`src/rtl/mfp_adc_max10_avg.sv`:
```
// -----------------------------------------------------------------------------
// mfp_adc_max10_avg
//
// Per-channel oversampling averager placed directly behind the MAX10 ADC
// response stream. Each mapped channel owns one accumulator cell; after
// 2**AVG_LOG2 samples the cell emits a single rounded 12-bit average as a
// one-cycle strobe. There is no backpressure on either side.
//
// Cell map: channels 1..6 -> cells 0..5, channel 17 (temperature) -> cell 6.
// Samples on any other channel are ignored completely.
//
// Parameters
//   AVG_LOG2       log2 of samples per average, 0..6 (0 = pass-through)
//
// Ports
//   CLK            clock, rising edge
//   RESET          synchronous active-high reset, dominant over all inputs
//   ADC_R_Valid    response sample valid
//   ADC_R_Channel  response channel number
//   ADC_R_Data     response sample, unsigned 12-bit
//   ADC_R_SOP      response start of packet (not used for averaging)
//   ADC_R_EOP      response end of packet
//   AVG_Clear      discard all partial accumulations and the packet flag
//   AVG_Valid      one-cycle strobe: new average on AVG_Channel/AVG_Data
//   AVG_Channel    channel number of the emitted average (held between strobes)
//   AVG_Data       rounded average (held between strobes)
//   AVG_PktDone    one-cycle strobe: EOP seen with >=1 average emitted in packet
// -----------------------------------------------------------------------------
module mfp_adc_max10_avg #(
   parameter int unsigned AVG_LOG2 = 3
) (
   input  logic        CLK,
   input  logic        RESET,
   input  logic        ADC_R_Valid,
   input  logic [4:0]  ADC_R_Channel,
   input  logic [11:0] ADC_R_Data,
   input  logic        ADC_R_SOP,
   input  logic        ADC_R_EOP,
   input  logic        AVG_Clear,
   output logic        AVG_Valid,
   output logic [4:0]  AVG_Channel,
   output logic [11:0] AVG_Data,
   output logic        AVG_PktDone
);

   localparam int unsigned NumCells = 7;
   localparam int unsigned AccW     = 12 + AVG_LOG2;
   localparam int unsigned SumW     = 13 + AVG_LOG2;
   // A one-bit counter is kept even for AVG_LOG2 = 0 so the arrays stay legal;
   // in that build every sample is treated as the last one and cnt never moves.
   localparam int unsigned CntW     = (AVG_LOG2 > 0) ? AVG_LOG2 : 1;

   localparam logic [CntW-1:0] CntLast   = CntW'((1 << AVG_LOG2) - 1);
   // Half an LSB of the result for round-half-up; evaluates to 0 when AVG_LOG2 = 0.
   localparam logic [SumW-1:0] RoundHalf = SumW'((1 << AVG_LOG2) >> 1);

   // SOP carries no information for averaging.
   logic unused_sop;
   assign unused_sop = ADC_R_SOP;

   // ---------------------------------------------------------------------------
   // State
   // ---------------------------------------------------------------------------
   logic [AccW-1:0] acc_q [NumCells];
   logic [AccW-1:0] acc_d [NumCells];
   logic [CntW-1:0] cnt_q [NumCells];
   logic [CntW-1:0] cnt_d [NumCells];

   logic            pkt_hit_q,     pkt_hit_d;
   logic            avg_valid_q,   avg_valid_d;
   logic [4:0]      avg_channel_q, avg_channel_d;
   logic [11:0]     avg_data_q,    avg_data_d;
   logic            pkt_done_q,    pkt_done_d;

   // ---------------------------------------------------------------------------
   // Channel to cell decode
   // ---------------------------------------------------------------------------
   logic       cell_hit;
   logic [2:0] cell_idx;

   always_comb begin
      cell_hit = 1'b1;
      cell_idx = 3'd0;
      case (ADC_R_Channel)
         5'd1:    cell_idx = 3'd0;
         5'd2:    cell_idx = 3'd1;
         5'd3:    cell_idx = 3'd2;
         5'd4:    cell_idx = 3'd3;
         5'd5:    cell_idx = 3'd4;
         5'd6:    cell_idx = 3'd5;
         5'd17:   cell_idx = 3'd6;
         default: cell_hit = 1'b0;
      endcase
   end

   // ---------------------------------------------------------------------------
   // Sample acceptance and completion
   // ---------------------------------------------------------------------------
   logic            accept;
   logic            is_last;
   logic            complete;
   logic [SumW-1:0] sum;
   logic [SumW-1:0] rounded;

   always_comb begin
      accept   = ADC_R_Valid & cell_hit & ~AVG_Clear;
      is_last  = (AVG_LOG2 == 0) ? 1'b1 : (cnt_q[cell_idx] == CntLast);
      complete = accept & is_last;
      // Max sum is 4095 * 2**AVG_LOG2, so the rounded shift never exceeds 4095.
      sum      = SumW'(acc_q[cell_idx]) + SumW'(ADC_R_Data);
      rounded  = sum + RoundHalf;
   end

   // ---------------------------------------------------------------------------
   // Next-state: accumulators and counters
   // ---------------------------------------------------------------------------
   always_comb begin
      for (int i = 0; i < NumCells; i++) begin
         acc_d[i] = acc_q[i];
         cnt_d[i] = cnt_q[i];
      end
      if (AVG_Clear) begin
         for (int i = 0; i < NumCells; i++) begin
            acc_d[i] = '0;
            cnt_d[i] = '0;
         end
      end else if (accept) begin
         if (is_last) begin
            acc_d[cell_idx] = '0;
            cnt_d[cell_idx] = '0;
         end else begin
            acc_d[cell_idx] = acc_q[cell_idx] + AccW'(ADC_R_Data);
            cnt_d[cell_idx] = cnt_q[cell_idx] + CntW'(1);
         end
      end
   end

   // ---------------------------------------------------------------------------
   // Next-state: outputs and packet tracking
   // ---------------------------------------------------------------------------
   always_comb begin
      avg_valid_d   = complete;
      avg_channel_d = avg_channel_q;
      avg_data_d    = avg_data_q;
      if (complete) begin
         avg_channel_d = ADC_R_Channel;
         avg_data_d    = 12'(rounded >> AVG_LOG2);
      end

      // EOP only counts on an accepted sample; an EOP on an unmapped channel
      // or alongside AVG_Clear is dropped with the sample.
      pkt_done_d = accept & ADC_R_EOP & (pkt_hit_q | complete);

      pkt_hit_d = pkt_hit_q;
      if (AVG_Clear) begin
         pkt_hit_d = 1'b0;
      end else if (accept && ADC_R_EOP) begin
         pkt_hit_d = 1'b0;
      end else if (complete) begin
         pkt_hit_d = 1'b1;
      end
   end

   // ---------------------------------------------------------------------------
   // Registers
   // ---------------------------------------------------------------------------
   always_ff @(posedge CLK) begin
      if (RESET) begin
         for (int i = 0; i < NumCells; i++) begin
            acc_q[i] <= '0;
            cnt_q[i] <= '0;
         end
         pkt_hit_q     <= 1'b0;
         avg_valid_q   <= 1'b0;
         avg_channel_q <= '0;
         avg_data_q    <= '0;
         pkt_done_q    <= 1'b0;
      end else begin
         for (int i = 0; i < NumCells; i++) begin
            acc_q[i] <= acc_d[i];
            cnt_q[i] <= cnt_d[i];
         end
         pkt_hit_q     <= pkt_hit_d;
         avg_valid_q   <= avg_valid_d;
         avg_channel_q <= avg_channel_d;
         avg_data_q    <= avg_data_d;
         pkt_done_q    <= pkt_done_d;
      end
   end

   assign AVG_Valid   = avg_valid_q;
   assign AVG_Channel = avg_channel_q;
   assign AVG_Data    = avg_data_q;
   assign AVG_PktDone = pkt_done_q;

endmodule

```
`config.mk`:
```
export PLATFORM = sky130hd
export DESIGN_NAME = mfp_adc_max10_avg
export DESIGN_NICKNAME = d
export VERILOG_FILES = /design/src/rtl/mfp_adc_max10_avg.sv
export SDC_FILE = /design/constraint.sdc
export NUM_CORES = 1
export LEC_CHECK = 0
export ABC_AREA = 0
export CORE_MARGIN = 5
export CORE_UTILIZATION = 46
export CTS_CLUSTER_DIAMETER = 100
export DETAILED_ROUTE_END_ITERATION = 12
export MAX_ROUTING_LAYER = met4
export SLEW_MARGIN = 20
export SYNTH_ARGS = -nofsm -noshare
export SYNTH_HDL_FRONTEND = slang
export SYNTH_SLANG_ARGS = --single-unit
export TNS_END_PERCENT = 30
```
`constraint.sdc`:
```
create_clock -name CLK -period 13.6 [get_ports CLK]
set_input_delay 2.04 -clock CLK [delete_from_list [all_inputs] [get_ports CLK]]
set_output_delay 2.04 -clock CLK [all_outputs]
set_load 0.01 [all_outputs]
```
==> qor.yml <==
outcome:
  status: "completed"
pwr:
  vdd_drop_max_mv: 0.0964
  powerDensity_mw_per_mm2: 125
  p_seq_share_pct: 41.3
  sw_frac_of_total_pct: 25.3
  p_int_uw: 775
  p_leak_nw: 3.02
  p_clk_share_pct: 47.7
  p_total_mw: 1.04
  switching_power_uw: 263
  comb_power_share_pct: 11.0
floorplan:
  die_area_mm2: 0.0183
  rows: 45
  core_area_mm2: 0.0153
  die_w_um: 135
  start_util_pct: 47.1
  fp.dieH_um: 135
  io_pins: 42
detailed_routing:
  drt_wl_total_um: 21500
  vias: 6586
  vias_per_cell: 5.90
  drt_first_pass_iters: 5
  wl_per_cell_um: 19.2
  first_iter_violations: 522
  drcViolationCount: 0
  ant_nets: 0
finish:
  insertedDiodeCount: 0
  area_delta_synth_final_pct: 15.6
  drive_gt1_share_pct: 8.62
  final_net_count: 951
logic_synthesis:
  synth_xor_area_share_pct: 2.79
  yosysWarnings: 0
  synth-main-ff-cell: "dfxtp_1"
  synth_area_leader_cell: "dfxtp_1"
  muxShareOfSynthArea_pct: 0.573
  syn_area_mm2: 0.00721
  yosys.area_share.adder_pct: 7.19
  synth.distinct_cells: 68
  synth_edf_count: 0
  yosys.cell_count.top_type: "nand2_1"
  yosysTopAreaCellShare_pct: 40.5
  yosysSeqAreaShare_pct: 40.5
  syn-instance-count: 881
  yosys.area_share.simple_pct: 22.7
  synth_area_leaders: "dfxtp_1 (41%), nand2_1 (9.0%), a21oi_1 (6.0%)"
  synth_nets: 940
  ys_ff_latch: 146
  ys_top_cells_by_count: "nand2_1 (172), dfxtp_1 (146), a21oi_1 (87)"
  async_flop_share_pct: 0
  syn_avg_cell_area_um2: 8.18
  synth-compound-area-share_pct: 22.1
  synth_top_family_by_area: "simple AND/OR/NAND/NOR gates"
critical_path:
  rr_endpoint: "AVG_Data[11]"
  worst_r2r_startpoint: "acc_q[2][1]"
  rrSetupSlack_ns: 9.97
  reg2regPathDepth: 10
  cpPeakStageDelay_ns: 0.69
  worst-endpoint-required_ns: 13.92
  worstPathCellList: "clkdlybuf4s50_1 > nand4bb_2 > o31ai_4 > and2_1 > buf_4 > nor2_1 > nor4_1 > ha_1 > fa_1 > and3b_1 > o21ai_0 > a211o_1 > a41oi_1 > a2111oi_2 > a311o_1"
  crit_type: "input port to flip-flop"
  worst-path-max-fanout: 13
  cp_slowest_cell: "clkdlybuf4s50_1"
  startpoint_type: "input port"
  cp_data_arrival_time_ns: 7.15
  setup.worst_path.end_class: "flip-flop"
clock_network:
  cts_tree: "done"
  cts_setup_buffers: 0
  clk_latency_ns: 0.43
  cts_hold_buf: 0
  cts_buffer_depth: 2
  cts.sinks: 146
  htreeDepth: 4
  cts.reportedPaths.clkPinSlew_ns: 0.06
  numCtsBuffers: 17
  ctsRootBufferMaster: "clkbuf_16"
  cts_resized: 0
placement:
  port_buffers: 40
  hpwl_um: 13800
  place_congestion: 0.824
sta:
  finalSetupViolCount: 0
  fin_crit_sh_pct: 50.2
  finClkSkew_ns: 0.00678
  final_max_slew_viol_count: 0
  grt_setup_unrepaired: "false"
  layout_min_cycle_time_ns: 6.83
  relSlewSlack_pct: 22.8
  tightest_slew_ns: 1.15
  hold_viol_final: 0
  max_freq_mhz: 146
  tns_ns: 0
min_path:
  worst_hold_path.num_cells: 2
  min_from: "AVG_Data[8]"
  hold_path_class: "flip-flop to flip-flop"
  hold_end: "AVG_Data[8]"
grt:
  track_usage_pct: 24.6
  grt_pass1_vias: 6445
  gr-total-overflow: 0
  grt_max_degree: 90
  grt_pass1_wl_um: 34200
  antenna_found_initial: 0
run:
  cap_violations: 0
layer usage:
layer  GRT usage [%]  share of wire [%]
met5               -                  0
met4            9.69                2.8
met3            4.94                7.1
met2            38.9                 46
met1            31.1                 44
critical path, delay by kind of cell:
family / cells / cell delay (ns)
simple gates: 5 / 1.77
compound gates: 6 / 1.53
buf+inv: 2 / 1.01
fa+ha+maj: 2 / 0.78
cell type report:
| type | instances | area (um^2) |
|---|---|---|
| inverter | 17 | 63.8 |
| sequential | 146 | 2920 |
| timing repair buffer | 49 | 468 |
| clock buffer | 19 | 433 |
| clock inverter | 13 | 184 |
| tap | 211 | 264 |
| fill | 1438 | 6980 |
| multi-input combinational | 661 | 4000 |
through the flow:
step	utilization (%)	cells	setup slack, ns	hold WS (ns)	area, um^2
finish	54.4	1116	6.77	0.453	8330
CTS	54.4	1116	6.80	0.453	8330
floorplan	-	881	7.91	0.432	7210
global placement	50.4	1084	6.39	0.439	7710
global route	54.4	1116	6.54	0.468	8330
detailed placement	50.4	1084	6.41	0.446	7710
cells by family after synthesis:
logic type,Yosys count
buf+inv,74
mux,4
simple gates,355
xor+xnor,23
fa+ha+maj,36
compound gates,243
flops,146
sequential cells by signal (all words and copies together) (netlist names):
name and count:
AVG_Valid 1, cnt_q 21, AVG_Channel 5, pkt_hit_q 1, AVG_Data 12, acc_q 105
AVG_PktDone 1
cells in the final DEF, fill, tap and decap left out, types with 5 or more instances in the layout:
master	count
o31ai_1	5
o22a_1	5
a31oi_1	5
clkdlybuf4s50_1	40
a21oi_1	87
ha_1	27
nor2b_1	7
or2_2	6
nor3_1	11
nand3_1	42
o21ai_0	26
buf_4	9
nand2_1	171
fa_1	9
nor2_1	70
inv_1	17
nor4_1	13
o21a_1	5
o22ai_1	46
xor2_1	11
dfxtp_1	146
a22oi_1	20
xnor2_1	12
a32o_1	6
clkbuf_16	17
o21ai_2	8
worst max path at each step:
stage / start / end / cells past startpoint
2_1_floorplan: ADC_R_Channel[2] / AVG_Data[11] / 16
3_3_place_gp: ADC_R_Channel[1] / AVG_Data[11] / 15
4_1_cts: ADC_R_Channel[1] / AVG_Data[11] / 15
3_5_place_dp: ADC_R_Channel[1] / AVG_Data[11] / 15
5_1_grt: ADC_R_Channel[1] / AVG_Data[11] / 15
6_report: ADC_R_Channel[1] / AVG_Data[11] / 15
power by group through the flow:
stage	logic, mW	registers [mW]	clock network, mW
after floorplan	0.0805	0.438	0
after global placement	0.110	0.438	0
after detailed placement	0.113	0.438	0
after CTS	0.114	0.429	0.498
after global routing	0.126	0.428	0.520
final	0.114	0.429	0.495
Power figures use the tool's default switching activity.
